`src/rtl/uart_pkg.sv`:
```
// Shared UART definitions: TX state encoding, default bit period, data width.
// Latency: n/a (definitions only).
// Backpressure: n/a.
// Optional build macro UART_TX_PARITY_EN adds the TX_PARITY state.
package uart_pkg;

   // 50 MHz / 115200 baud
   localparam int UART_DEFAULT_CLKS_PER_BIT = 434;
   localparam int UART_DATA_W               = 8;

`ifdef UART_TX_PARITY_EN
   typedef enum logic [2:0] {
      TX_IDLE   = 3'd0,
      TX_START  = 3'd1,
      TX_DATA   = 3'd2,
      TX_PARITY = 3'd3,
      TX_STOP   = 3'd4
   } tx_state_t;
`else
   typedef enum logic [2:0] {
      TX_IDLE   = 3'd0,
      TX_START  = 3'd1,
      TX_DATA   = 3'd2,
      TX_STOP   = 3'd4
   } tx_state_t;
`endif

endpackage

```
`src/rtl/uart_tx_if.sv`:
```
// Byte handshake between the TX FIFO (master) and the UART transmitter (slave).
// Latency: n/a (wires only).
// Backpressure: master holds tx_wren/tx_data until the slave pulses tx_accept.
// Signals: tx_wren (byte available), tx_data (byte), tx_accept (byte latched).
interface uart_tx_if;
   import uart_pkg::*;

   logic                   tx_wren;
   logic [UART_DATA_W-1:0] tx_data;
   logic                   tx_accept;

   modport master (output tx_wren, output tx_data, input  tx_accept);
   modport slave  (input  tx_wren, input  tx_data, output tx_accept);
endinterface

```
`src/rtl/uart_baud_tick.sv`:
```
// Bit-period counter: raises tick during the last cycle of each CLKS_PER_BIT period.
// Latency: first tick CLKS_PER_BIT-1 cycles after clear drops; then every CLKS_PER_BIT.
// Backpressure: none; clear holds the count at zero.
// Ports: sys_clk, reset (async, active low), clear (restart period), tick (bit end).
module uart_baud_tick #(
   parameter int CLKS_PER_BIT = 434
) (
   input  logic sys_clk,
   input  logic reset,
   input  logic clear,
   output logic tick
);

   localparam int               CNT_W = (CLKS_PER_BIT > 1) ? $clog2(CLKS_PER_BIT) : 1;
   localparam logic [CNT_W-1:0] LAST  = CNT_W'(CLKS_PER_BIT - 1);

   logic [CNT_W-1:0] cnt;

   always_ff @(posedge sys_clk or negedge reset) begin
      if (!reset) begin
         cnt <= '0;
      end else if (clear || cnt == LAST) begin
         cnt <= '0;
      end else begin
         cnt <= cnt + CNT_W'(1);
      end
   end

   assign tick = (cnt == LAST) && !clear;

endmodule

```
`src/rtl/uart_tx.sv`:
```
// UART transmitter: accepts a byte over uart_tx_if and sends start, 8 data (LSB first),
// [even parity], stop bit(s). Latency: accept and start bit on the first edge with tx_wren.
// Backpressure: tx_wren is only accepted in IDLE; a pending byte waits, never dropped.
// Ports: sys_clk, reset (async, active low), bus (uart_tx_if.slave), tx (serial, idle 1),
// tx_busy (accept edge until end of last stop bit).
// Build macro UART_TX_PARITY_EN: adds an even-parity bit after data bit 7.
module uart_tx
   import uart_pkg::*;
#(
   parameter int CLKS_PER_BIT = UART_DEFAULT_CLKS_PER_BIT,
   parameter int STOP_BITS    = 1
) (
   input  logic       sys_clk,
   input  logic       reset,
   uart_tx_if.slave   bus,
   output logic       tx,
   output logic       tx_busy
);

   localparam logic STOP_LAST = (STOP_BITS == 2);

   tx_state_t              state;
   logic [UART_DATA_W-1:0] shreg;
   logic [2:0]             bit_cnt;
   logic                   stop_cnt;
   logic                   tick;
   logic                   tx_accept_q;
`ifdef UART_TX_PARITY_EN
   logic                   parity_q;
`endif

   // Holding the counter cleared through IDLE makes every bit boundary land on
   // an exact multiple of CLKS_PER_BIT from the accept edge.
   uart_baud_tick #(
      .CLKS_PER_BIT (CLKS_PER_BIT)
   ) u_baud (
      .sys_clk (sys_clk),
      .reset   (reset),
      .clear   (state == TX_IDLE),
      .tick    (tick)
   );

   assign bus.tx_accept = tx_accept_q;

   always_ff @(posedge sys_clk or negedge reset) begin
      if (!reset) begin
         state       <= TX_IDLE;
         shreg       <= '0;
         bit_cnt     <= '0;
         stop_cnt    <= 1'b0;
         tx          <= 1'b1;
         tx_busy     <= 1'b0;
         tx_accept_q <= 1'b0;
`ifdef UART_TX_PARITY_EN
         parity_q    <= 1'b0;
`endif
      end else begin
         tx_accept_q <= 1'b0;
         case (state)
            TX_IDLE: begin
               tx <= 1'b1;
               if (bus.tx_wren) begin
                  shreg       <= bus.tx_data;
`ifdef UART_TX_PARITY_EN
                  // Captured now because the shift register loses the low bits.
                  parity_q    <= ^bus.tx_data;
`endif
                  tx_accept_q <= 1'b1;
                  tx          <= 1'b0;
                  tx_busy     <= 1'b1;
                  bit_cnt     <= '0;
                  stop_cnt    <= 1'b0;
                  state       <= TX_START;
               end
            end
            TX_START: begin
               if (tick) begin
                  tx    <= shreg[0];
                  state <= TX_DATA;
               end
            end
            TX_DATA: begin
               if (tick) begin
                  if (bit_cnt == 3'd7) begin
`ifdef UART_TX_PARITY_EN
                     tx    <= parity_q;
                     state <= TX_PARITY;
`else
                     tx    <= 1'b1;
                     state <= TX_STOP;
`endif
                  end else begin
                     // shreg[0] is on the line; the next bit is shreg[1].
                     tx      <= shreg[1];
                     shreg   <= shreg >> 1;
                     bit_cnt <= bit_cnt + 3'd1;
                  end
               end
            end
`ifdef UART_TX_PARITY_EN
            TX_PARITY: begin
               if (tick) begin
                  tx    <= 1'b1;
                  state <= TX_STOP;
               end
            end
`endif
            TX_STOP: begin
               if (tick) begin
                  if (stop_cnt == STOP_LAST) begin
                     tx_busy <= 1'b0;
                     state   <= TX_IDLE;
                  end else begin
                     stop_cnt <= 1'b1;
                  end
               end
            end
            default: begin
               tx      <= 1'b1;
               tx_busy <= 1'b0;
               state   <= TX_IDLE;
            end
         endcase
      end
   end

endmodule

```
`src/flat_wrapper.sv`:
```
// flat-port wrapper written by rule: the top's interface ports become plain ports
module uart_tx_flat import uart_pkg::*;
#(
   parameter int CLKS_PER_BIT = UART_DEFAULT_CLKS_PER_BIT,
   parameter int STOP_BITS    = 1
)
  (sys_clk, reset, tx, tx_busy, bus_tx_wren, bus_tx_data, bus_tx_accept);
  uart_tx_if bus_i ();
  input  logic sys_clk;
  input  logic reset;
  output logic tx;
  output logic tx_busy;
  input wire logic [$bits(bus_i.tx_wren)-1:0] bus_tx_wren;
  input wire logic [$bits(bus_i.tx_data)-1:0] bus_tx_data;
  output wire logic [$bits(bus_i.tx_accept)-1:0] bus_tx_accept;
  assign bus_i.tx_wren = bus_tx_wren;
  assign bus_i.tx_data = bus_tx_data;
  assign bus_tx_accept = bus_i.tx_accept;
  uart_tx #(.CLKS_PER_BIT(CLKS_PER_BIT), .STOP_BITS(STOP_BITS)) u_core (.sys_clk(sys_clk), .reset(reset), .bus(bus_i), .tx(tx), .tx_busy(tx_busy));
endmodule
```
`config.mk`:
```
export PLATFORM = sky130hd
export DESIGN_NAME = uart_tx_flat
export DESIGN_NICKNAME = d
export VERILOG_FILES = /design/src/rtl/uart_pkg.sv /design/src/rtl/uart_tx_if.sv /design/src/rtl/uart_baud_tick.sv /design/src/rtl/uart_tx.sv /design/src/flat_wrapper.sv
export SDC_FILE = /design/constraint.sdc
export NUM_CORES = 1
export LEC_CHECK = 0
export ABC_AREA = 1
export CAP_MARGIN = 5
export CORE_MARGIN = 8
export CORE_UTILIZATION = 62
export CTS_BUF_LIST = sky130_fd_sc_hd__clkbuf_2
export DETAILED_ROUTE_END_ITERATION = 8
export PLACE_DENSITY_LB_ADDON = 0.2
export SETUP_SLACK_MARGIN = 0.1
export SKIP_LAST_GASP = 1
export SLEW_MARGIN = 10
export SYNTH_ARGS = -nofsm -noshare
export SYNTH_HDL_FRONTEND = slang
export SYNTH_SLANG_ARGS = --single-unit
export TNS_END_PERCENT = 20
```
`constraint.sdc`:
```
create_clock -name sys_clk -period 2.75 [get_ports sys_clk]
set_input_delay 0.55 -clock sys_clk [delete_from_list [all_inputs] [get_ports sys_clk]]
set_output_delay 0.55 -clock sys_clk [all_outputs]
set_load 0.005 [all_outputs]
```
# After elaboration in Yosys (flattened, before gate mapping)
# Index checks and enable logic that the tools add are counted.
[word_totals]
out_inout_bits = 3
wordCells = 67
inputBits = 11
reg_bits = 27
[classes]
bitwise_logic = 2
n_eq_ne = 12
reduce_logical = 12
n_addsub = 2
muxes = 31
[ops]
columns = ["op", "n"]
rows = [
  ["2-to-1 mux 3 bit", 9],
  ["2-to-1 mux 8 bit", 3],
  ["one-hot mux 8 bit (2 select lines)", 1],
  ["2-to-1 mux 1 bit", 12],
  ["one-hot mux 3 bit (4 select lines)", 1],
  ["adder 9 x 1 -> 9 bit, second input constant", 1],
  ["== test 9 bit, second input constant", 1],
  ["2-to-1 mux 9 bit", 1],
  ["inequality test 2 x 1 -> 1 bit, second input constant", 4],
  ["AND reduction 4 bit", 2],
  ["== test 3 bit, second input constant", 2],
  ["inequality test 2 bit, second input constant", 3],
  ["one-hot mux 3 bit (2 select lines)", 1],
  ["AND reduction 3 bit", 2],
  ["AND reduction 6 bit", 1],
  ["one-hot mux 1 bit (4 select lines)", 1],
  ["nonzero test 2 bit", 2],
  ["adder 3 x 1 -> 3 bit, second input constant", 1],
  ["== test 3 x 1 -> 1 bit, second input constant", 1],
  ["== test 3 x 2 -> 1 bit, second input constant", 1],
  ["zero test 3 bit", 1],
  ["one-hot mux 1 bit (3 select lines)", 1],
  ["inverter 1 bit", 2],
  ["one-hot mux 1 bit (2 select lines)", 1],
  ["other kinds (4)", 4],
]

# Depth between registers and ports, before layout
# Gate-level depths: netlist of run 1.
[depth]
ltp_word = 5
mapped_depth = 10

# By module
# Synthesis of run 1 repeated with hierarchy kept, for this count alone.
[hier_totals]
cells_unflattened = 191
hier_area_um2 = 1426.4
[modules_own_cells]
columns = ["module", "cells_per_inst", "area_each_um2", "n_inst"]
rows = [
  ["uart_tx", 123, 918.4, 1],
  ["uart_baud_tick", 68, 508.0, 1],
]

# Worst setup path before layout of run 1
# No wires, ideal clock.
[synth_path]
path_type = "flip-flop to flip-flop"
from = "reg u_core.bit_cnt[0]"
to = "reg u_core.bit_cnt[0]"
period_less_slack_ps = 1397
t_required_ps = 2628
path_stages_with_launch = 8
t_arrival_ps = 1275
path_buffers = 1
setup_slack_ps = 1353
path_cell_list = "dfrtp_1 -> ha_1 -> ha_1 -> nor2_4 -> nand3_2 -> nand2_4 -> buf_12 -> a21oi_1"
[synth_between]
elab_chain_cells = 4
elab_cells_between_ends = 7
classes_between = "1 x add/sub; 2 x eq/ne; 3 x mux; 1 x reduce/logical"
[synth_rtl]
columns = ["element", "line", "rtl"]
rows = [
  ["start, declared", "uart_tx.sv:24", "logic [2:0] bit_cnt;"],
  ["start signal, assigned", "uart_tx.sv:96", "bit_cnt <= bit_cnt + 3'd1;"],
  ["adder 3 x 1 -> 3 bit", "uart_tx.sv:96", ""],
  ["2-to-1 mux 3 bit", "uart_tx.sv:84", "if (bit_cnt == 3'd7) begin"],
  ["2-to-1 mux 3 bit", "uart_tx.sv:83", "if (tick) begin"],
  ["one-hot mux 3 bit (2 select lines)", "uart_tx.sv:59", "case (state)"],
]
# Several ways; a longest one is shown, not always the timed one. The select of a mux whose other input is x is not followed.
# A chain may end at the register's enable or synchronous reset.

# Final worst setup path of run 1
[layout_path]
from = "reg u_core.tx"
to = "out tx"
[layout_rtl]
columns = ["element", "line", "rtl"]
rows = [
  ["start, declared", "uart_tx.sv:16", "output logic tx,"],
  ["start signal, assigned", "uart_tx.sv:78", "tx <= shreg[0];"],
  ["start signal, assigned", "uart_tx.sv:94", "tx <= shreg[1];"],
  ["end, declared", "flat_wrapper.sv:11", "output logic tx;"],
]
# No word-level cell between the ends.

==> results of run 1 <==
[registers in the layout, summed over array words and instances, names as in the netlist]
| signal | cells |
|---|---|
| u_core.u_baud.cnt | 9 |
| u_core.bus.tx_accept | 1 |
| u_core.tx | 1 |
| u_core.bit_cnt | 3 |
| u_core.tx_busy | 1 |
| u_core.state | 3 |
| u_core.shreg | 8 |
[stage by stage]
step / std cells / util
floorplan: 165 / -
global placement: 205 / 0.707
detailed placement: 205 / 0.707
CTS: 209 / 0.716
global route: 209 / 0.716
finish: 209 / 0.716
[metal layers]
metal	track usage	part of all wire	routed length (um)
met1	0.159	0.48	1190
met2	0.230	0.47	1160
met3	0.0430	0.039	96
met4	0.0655	0.012	30
met5	0	0	0
[power by group through the flow]
stage | Sequential [uW] | Combinational, uW | Clock [uW]
finish | 592 | 609 | 142
global route | 608 | 706 | 158
CTS | 591 | 614 | 149
detailed placement | 600 | 613 | 0
global placement | 595 | 589 | 0
floorplan | 586 | 485 | 0
[layout make-up]
| type | count | area [um^2] |
|---|---|---|
| Sequential cell | 26 | 652 |
| Multi-Input combinational cell | 115 | 612 |
| Fill cell | 177 | 611 |
| Clock buffer | 3 | 15.0 |
| Inverter | 22 | 82.6 |
| Tap cell | 28 | 35.0 |
| Clock inverter | 1 | 3.75 |
| Timing Repair Buffer | 14 | 138 |
[kinds of logic after synthesis]
group           Yosys count
compound gates           23
xor+xnor                  1
fa+ha+maj                 4
buf+inv                  24
flops                    26
simple gates             87
[cells in the final DEF, fill, tap and decap left out, drive strengths merged]
master	netlist	layout
clkdlybuf4s50	0	13
nor3b	3	3
clkinv	0	1
a21oi	7	7
inv	22	22
nand3b	1	1
dfrtp	25	25
buf	2	1
o21ai	15	15
clkbuf	0	3
nand3	9	9
dfstp	1	1
nand2	55	55
o211ai	1	1
nor2	14	14
xnor2	1	1
ha	4	4
nor3	5	5
[worst paths after layout]
check                                         startpoint  slack (ns)  cells after the start                             end
min                                u_core.tx$_DFFE_PN1P_        0.51                      2           u_core.tx$_DFFE_PN1P_
min in group asynchronous                          reset        0.53                      2  u_core.u_baud.cnt[4]$_DFF_PN0_
max                                u_core.tx$_DFFE_PN1P_        0.80                      1                              tx
min reg2reg                        u_core.tx$_DFFE_PN1P_        0.51                      2           u_core.tx$_DFFE_PN1P_
max in group asynchronous                          reset        1.92                      2           u_core.tx$_DFFE_PN1P_
max reg2reg                u_core.bit_cnt[0]$_DFFE_PN0P_        1.12                      8     u_core.shreg[7]$_DFFE_PN0P_
==> flow_summary.toml, run 1 <==
[run_status]
status = "finished, final reports clean"

[layout]
finalInstanceArea_um2 = 1540
drive_above_1_share = 0.127
area_delta_synth_final_pct = 12.1
diodes = 0
fin_nets = 197

[pwr]
switching_power_uw = 564
peakVddDrop_v = 0.000507
switching_share = 0.420
seqPwrFrac = 0.441
p_leak_uw = 0.000806
internal-power_uw = 779
clockPowerShare = 0.106
totalPowerFinal_uw = 1340
power_frac_comb = 0.453
power_density_nw_per_um2 = 873

[timing]
worstMarginPinSlew_ns = 0.462
setup_slack_ns = 0.796
slew_viol_final = 0
setup_viol_count_final = 0
hold_violations = 0
relSlewSlack = 0.690
grt_setup_unrepaired = "false"
min_period_ns = 1.95
fin_crit_sh = 0.711
clock_skew_ns = 0.00795
max_freq_ghz = 0.512
fin_hold_ws_ns = 0.506
tns_ns = 0

[yosys]
synthSimpleGateAreaFrac = 0.298
async_flop_share = 1.00
synth_common_cells = "50 x nand2_1, 25 x dfrtp_1, 21 x inv_1"
synth-seq-cells = 26
synth_mux_area_frac = 0
yosysSeqAreaShare = 0.475
synth_area_um2 = 1370
ys.flop_type = "dfrtp_1"
synth_adder_area_share = 0.0365
yosysUniqueCellTypes = 24
synth_edf_count = 0
ys_warn_count = 0
synth_top_family_by_area = "simple AND/OR/NAND/NOR gates"
synth_compound_area_frac = 0.105
synth_area_per_cell_um2 = 8.31
synth_xor_area_frac = 0.00639
syn-instance-count = 165
yosysTopAreaCell = "dfrtp_1"
synth_most_common_cell = "nand2_1"
synth.area.top_cells = "dfrtp_1 46%, nand2_1 14%, inv_1 5.7%"
netlist.area_leader.share = 0.456
syn_nets = 180

[clock_tree]
clk_path_buf_depth = 2
clockRootBuffer = "clkbuf_2"
cts_tree = "built"
postCtsHoldBufs = 0
post_cts_buffers = 0
cts-htree-levels = 1
cts_buffers = 3
cts_resized = 0
clkSlewWorstSetupHoldPaths_ns = 0.23
clkLatencyLatePin_ns = 0.34
cts_sinks = 26

[floorplan]
die_h_um = 63.0
placementRows = 17
die_area_um2 = 3970
pin_count = 14
core_area_um2 = 2150
initial_utilization = 0.638
die_x_um = 63.0

[detailed_routing]
wirelength_um = 2480
dr.first_iter.drc_count = 20
routedWlPerCell_um = 11.8
via_per_inst = 5.07
vias = 1060
antenna_left = 0
drtPass1Iterations = 4
drc_errors = 0

[place]
gp_congestion = 0.907
dp_slack_ns = 0.929
dpl.hpwl_um = 1880
place.port_buffers = 13
placed_area_um2 = 1520

[worst_setup_path]
setup.worst_path.end_class = "output pin"
path_buf_inv = 1
cp_max_fo = 2
crit_path_max_incr_delay_ns = 0.58
crit_required_ns = 2.20
critical-path-top-delay-family = "flip-flops"
cp_slowest_cell = "dfstp_2"
path_cells = "clkdlybuf4s50_1"
startpoint_type = "flip-flop"
critical_path_class = "flip-flop to output pin"
critPathArrivalTime_ns = 1.40

[global_routing]
grt_max_degree = 27
grt_usage = 0.139
grt_pass1_wl_um = 4700
grt.overflow.total = 0
grt_pass1_vias = 1141
antenna_found_initial = 0

[job]
drv_cap = 0

[worst_hold_path]
min_path_type = "flip-flop to flip-flop"
No activity file was read; power rests on OpenSTA's default activity.
==> run 2: changes to the inputs <==
- CORE_UTILIZATION: 62 -> 58
- clock period: 2.75 -> 1.9 ns (I/O delays scaled with it)
==> run 2 against run 1 <==
Combinational power grew 45%. Critical path depth grew 7. Core utilization fell by 2.6 points. Sequential share of layout area is 0.10 points lower. Routed wire length grew 1.2%. Clock power is 51% higher. Critical endpoint is now u_core.bit_cnt[2]$_DFFE_PN0P_.
==> flow_summary.toml, run 2 (synthesis gave the netlist of run 1 again) <==
[place]
dpl.hpwl_um = 1930
gp_congestion = 0.874
placed_cells_incl_taps = 205
dp_slack_ns = 0.208
place.port_buffers = 13

[timing]
worstMarginPinSlew_ns = 0.493
fin_crit_sh = 0.863
tns_ns = 0
min_period_ns = 1.64
setup_viol_count_final = 0
grt_setup_unrepaired = "false"
slew_viol_final = 0
max_freq_ghz = 0.610
setup_slack_ns = 0.260
hold_violations = 0
clock_skew_ns = 0.0308
relSlewSlack = 0.669

[worst_setup_path]
cp_max_fo = 15
crit_path_max_incr_delay_ns = 0.44
path_cells = "ha_1, ha_1, nor2_4, nand3_2, nand2_4, inv_1, nand2_1, nand2_1"
cp_slowest_cell = "dfrtp_1"
critical_path_class = "flip-flop to flip-flop"
critPathArrivalTime_ns = 1.88
startpoint_type = "flip-flop"
crit_required_ns = 2.14
setup.worst_path.end_class = "flip-flop"

[layout]
fin_nets = 197
final_cell_mix = "50 x nand2_1, 25 x dfrtp_1, 21 x inv_1"
drive_above_1_share = 0.133
final_common_cell = "nand2_1"
largest_reg_flops = 9
diodes = 0
reg_top3 = "u_core.u_baud.cnt (9), u_core.shreg (8)"
fin_cells = 209
area_delta_synth_final_pct = 12.4
top_register = "u_core.u_baud.cnt"

[detailed_routing]
routedWlPerCell_um = 12.0
drtPass1Iterations = 4
dr.first_iter.drc_count = 74
drc_errors = 0
wirelength_um = 2500
vias = 1082
via_per_inst = 5.18
antenna_left = 0

[clock_tree]
post_cts_buffers = 0
clkSlewWorstSetupHoldPaths_ns = 0.25
cts_sinks = 26
cts_tree = "built"
cts_resized = 0
clockRootBuffer = "clkbuf_2"
clk_path_buf_depth = 2
postCtsHoldBufs = 0
cts-htree-levels = 1
cts_buffers = 3
clkLatencyLatePin_ns = 0.35

[worst_hold_path]
min_path_type = "primary input to async pin"

[run_status]
status = "finished, final reports clean"

[global_routing]
grt_max_degree = 27
grt_usage = 0.128
antenna_found_initial = 0
grt.overflow.total = 0
grt_pass1_vias = 1060
grt_pass1_wl_um = 4420

[pwr]
totalPowerFinal_uw = 1950
p_leak_uw = 0.000818
power_frac_comb = 0.451
power_density_nw_per_um2 = 1270
internal-power_uw = 1130
switching_share = 0.420
switching_power_uw = 821
peakVddDrop_v = 0.000859
clockPowerShare = 0.110
seqPwrFrac = 0.440

[floorplan]
die_area_um2 = 4180
placementRows = 17
core_area_um2 = 2230
die_x_um = 64.6
pin_count = 14
initial_utilization = 0.614
die_h_um = 64.6

[job]
drv_cap = 0
## run 2: changes by cell type in the layout (fill, tap and decap cells not counted)
cell / change
clkbuf_2: +1
clkdlybuf4s50_1: -1
clkinv_1: -1
dlymetal6s2s_1: +1
## run 2: stage by stage
stage / utilization / instance area, um^2 / hold WS (ns)
global route: 0.690 / 1540 / 0.351
CTS: 0.689 / 1540 / 0.346
floorplan: - / 1370 / 0.0844
detailed placement: 0.680 / 1520 / 0.470
global placement: 0.680 / 1520 / 0.462
finish: 0.690 / 1540 / 0.334
## run 2: path summary, 6_finish.rpt
path                                               start                             end  slack [ns]  depth (start not counted)
min reg2reg                        u_core.tx$_DFFE_PN1P_           u_core.tx$_DFFE_PN1P_        0.49                          2
min                                                reset  u_core.u_baud.cnt[2]$_DFF_PN0_        0.33                          2
max in group asynchronous                          reset           u_core.tx$_DFFE_PN1P_        1.23                          2
min in group sys_clk               u_core.tx$_DFFE_PN1P_           u_core.tx$_DFFE_PN1P_        0.49                          2
max                        u_core.bit_cnt[0]$_DFFE_PN0P_   u_core.bit_cnt[2]$_DFFE_PN0P_        0.26                          8
max reg2reg                u_core.bit_cnt[0]$_DFFE_PN0P_   u_core.bit_cnt[2]$_DFFE_PN0P_        0.26                          8
## run 2: power by group through the flow
| stage | Combinational (uW) | Sequential (uW) | Clock, uW |
|---|---|---|---|
| finish | 881 | 859 | 214 |
| global route | 1010 | 878 | 238 |
| CTS | 886 | 859 | 221 |
| detailed placement | 884 | 868 | 0 |
| global placement | 853 | 867 | 0 |
| floorplan | 702 | 848 | 0 |
## run 2: cell type report
| class | count | area, um^2 |
|---|---|---|
| multi-input cells | 115 | 612 |
| inverters | 22 | 82.6 |
| flip-flops and latches | 26 | 652 |
| clock buffers | 4 | 20.0 |
| repair buffers | 14 | 140 |
| well taps | 28 | 35.0 |
| fillers | 180 | 692 |
## run 2: metal layers
layer	vias to the layer above	global-route usage	part of all wire
li1	549	-	-
met3	2	0.0292	0.040
met5	-	0	0
met2	24	0.220	0.51
met4	0	0.0436	0.0056
met1	507	0.155	0.44
## run 2: worst max-delay path: cells and delay by family, from the launching register on
family / cells / cell delay, ns
simple gates: 5 / 0.57
flops: 1 / 0.44
fa+ha+maj: 2 / 0.43
buf+inv: 1 / 0.13
==> run 3: changes to the inputs <==
- ABC_CLOCK_PERIOD_IN_PS: unset -> 1900
==> results of run 3 <==
The final DEF is identical to that of run 2; final timing and power are the same.
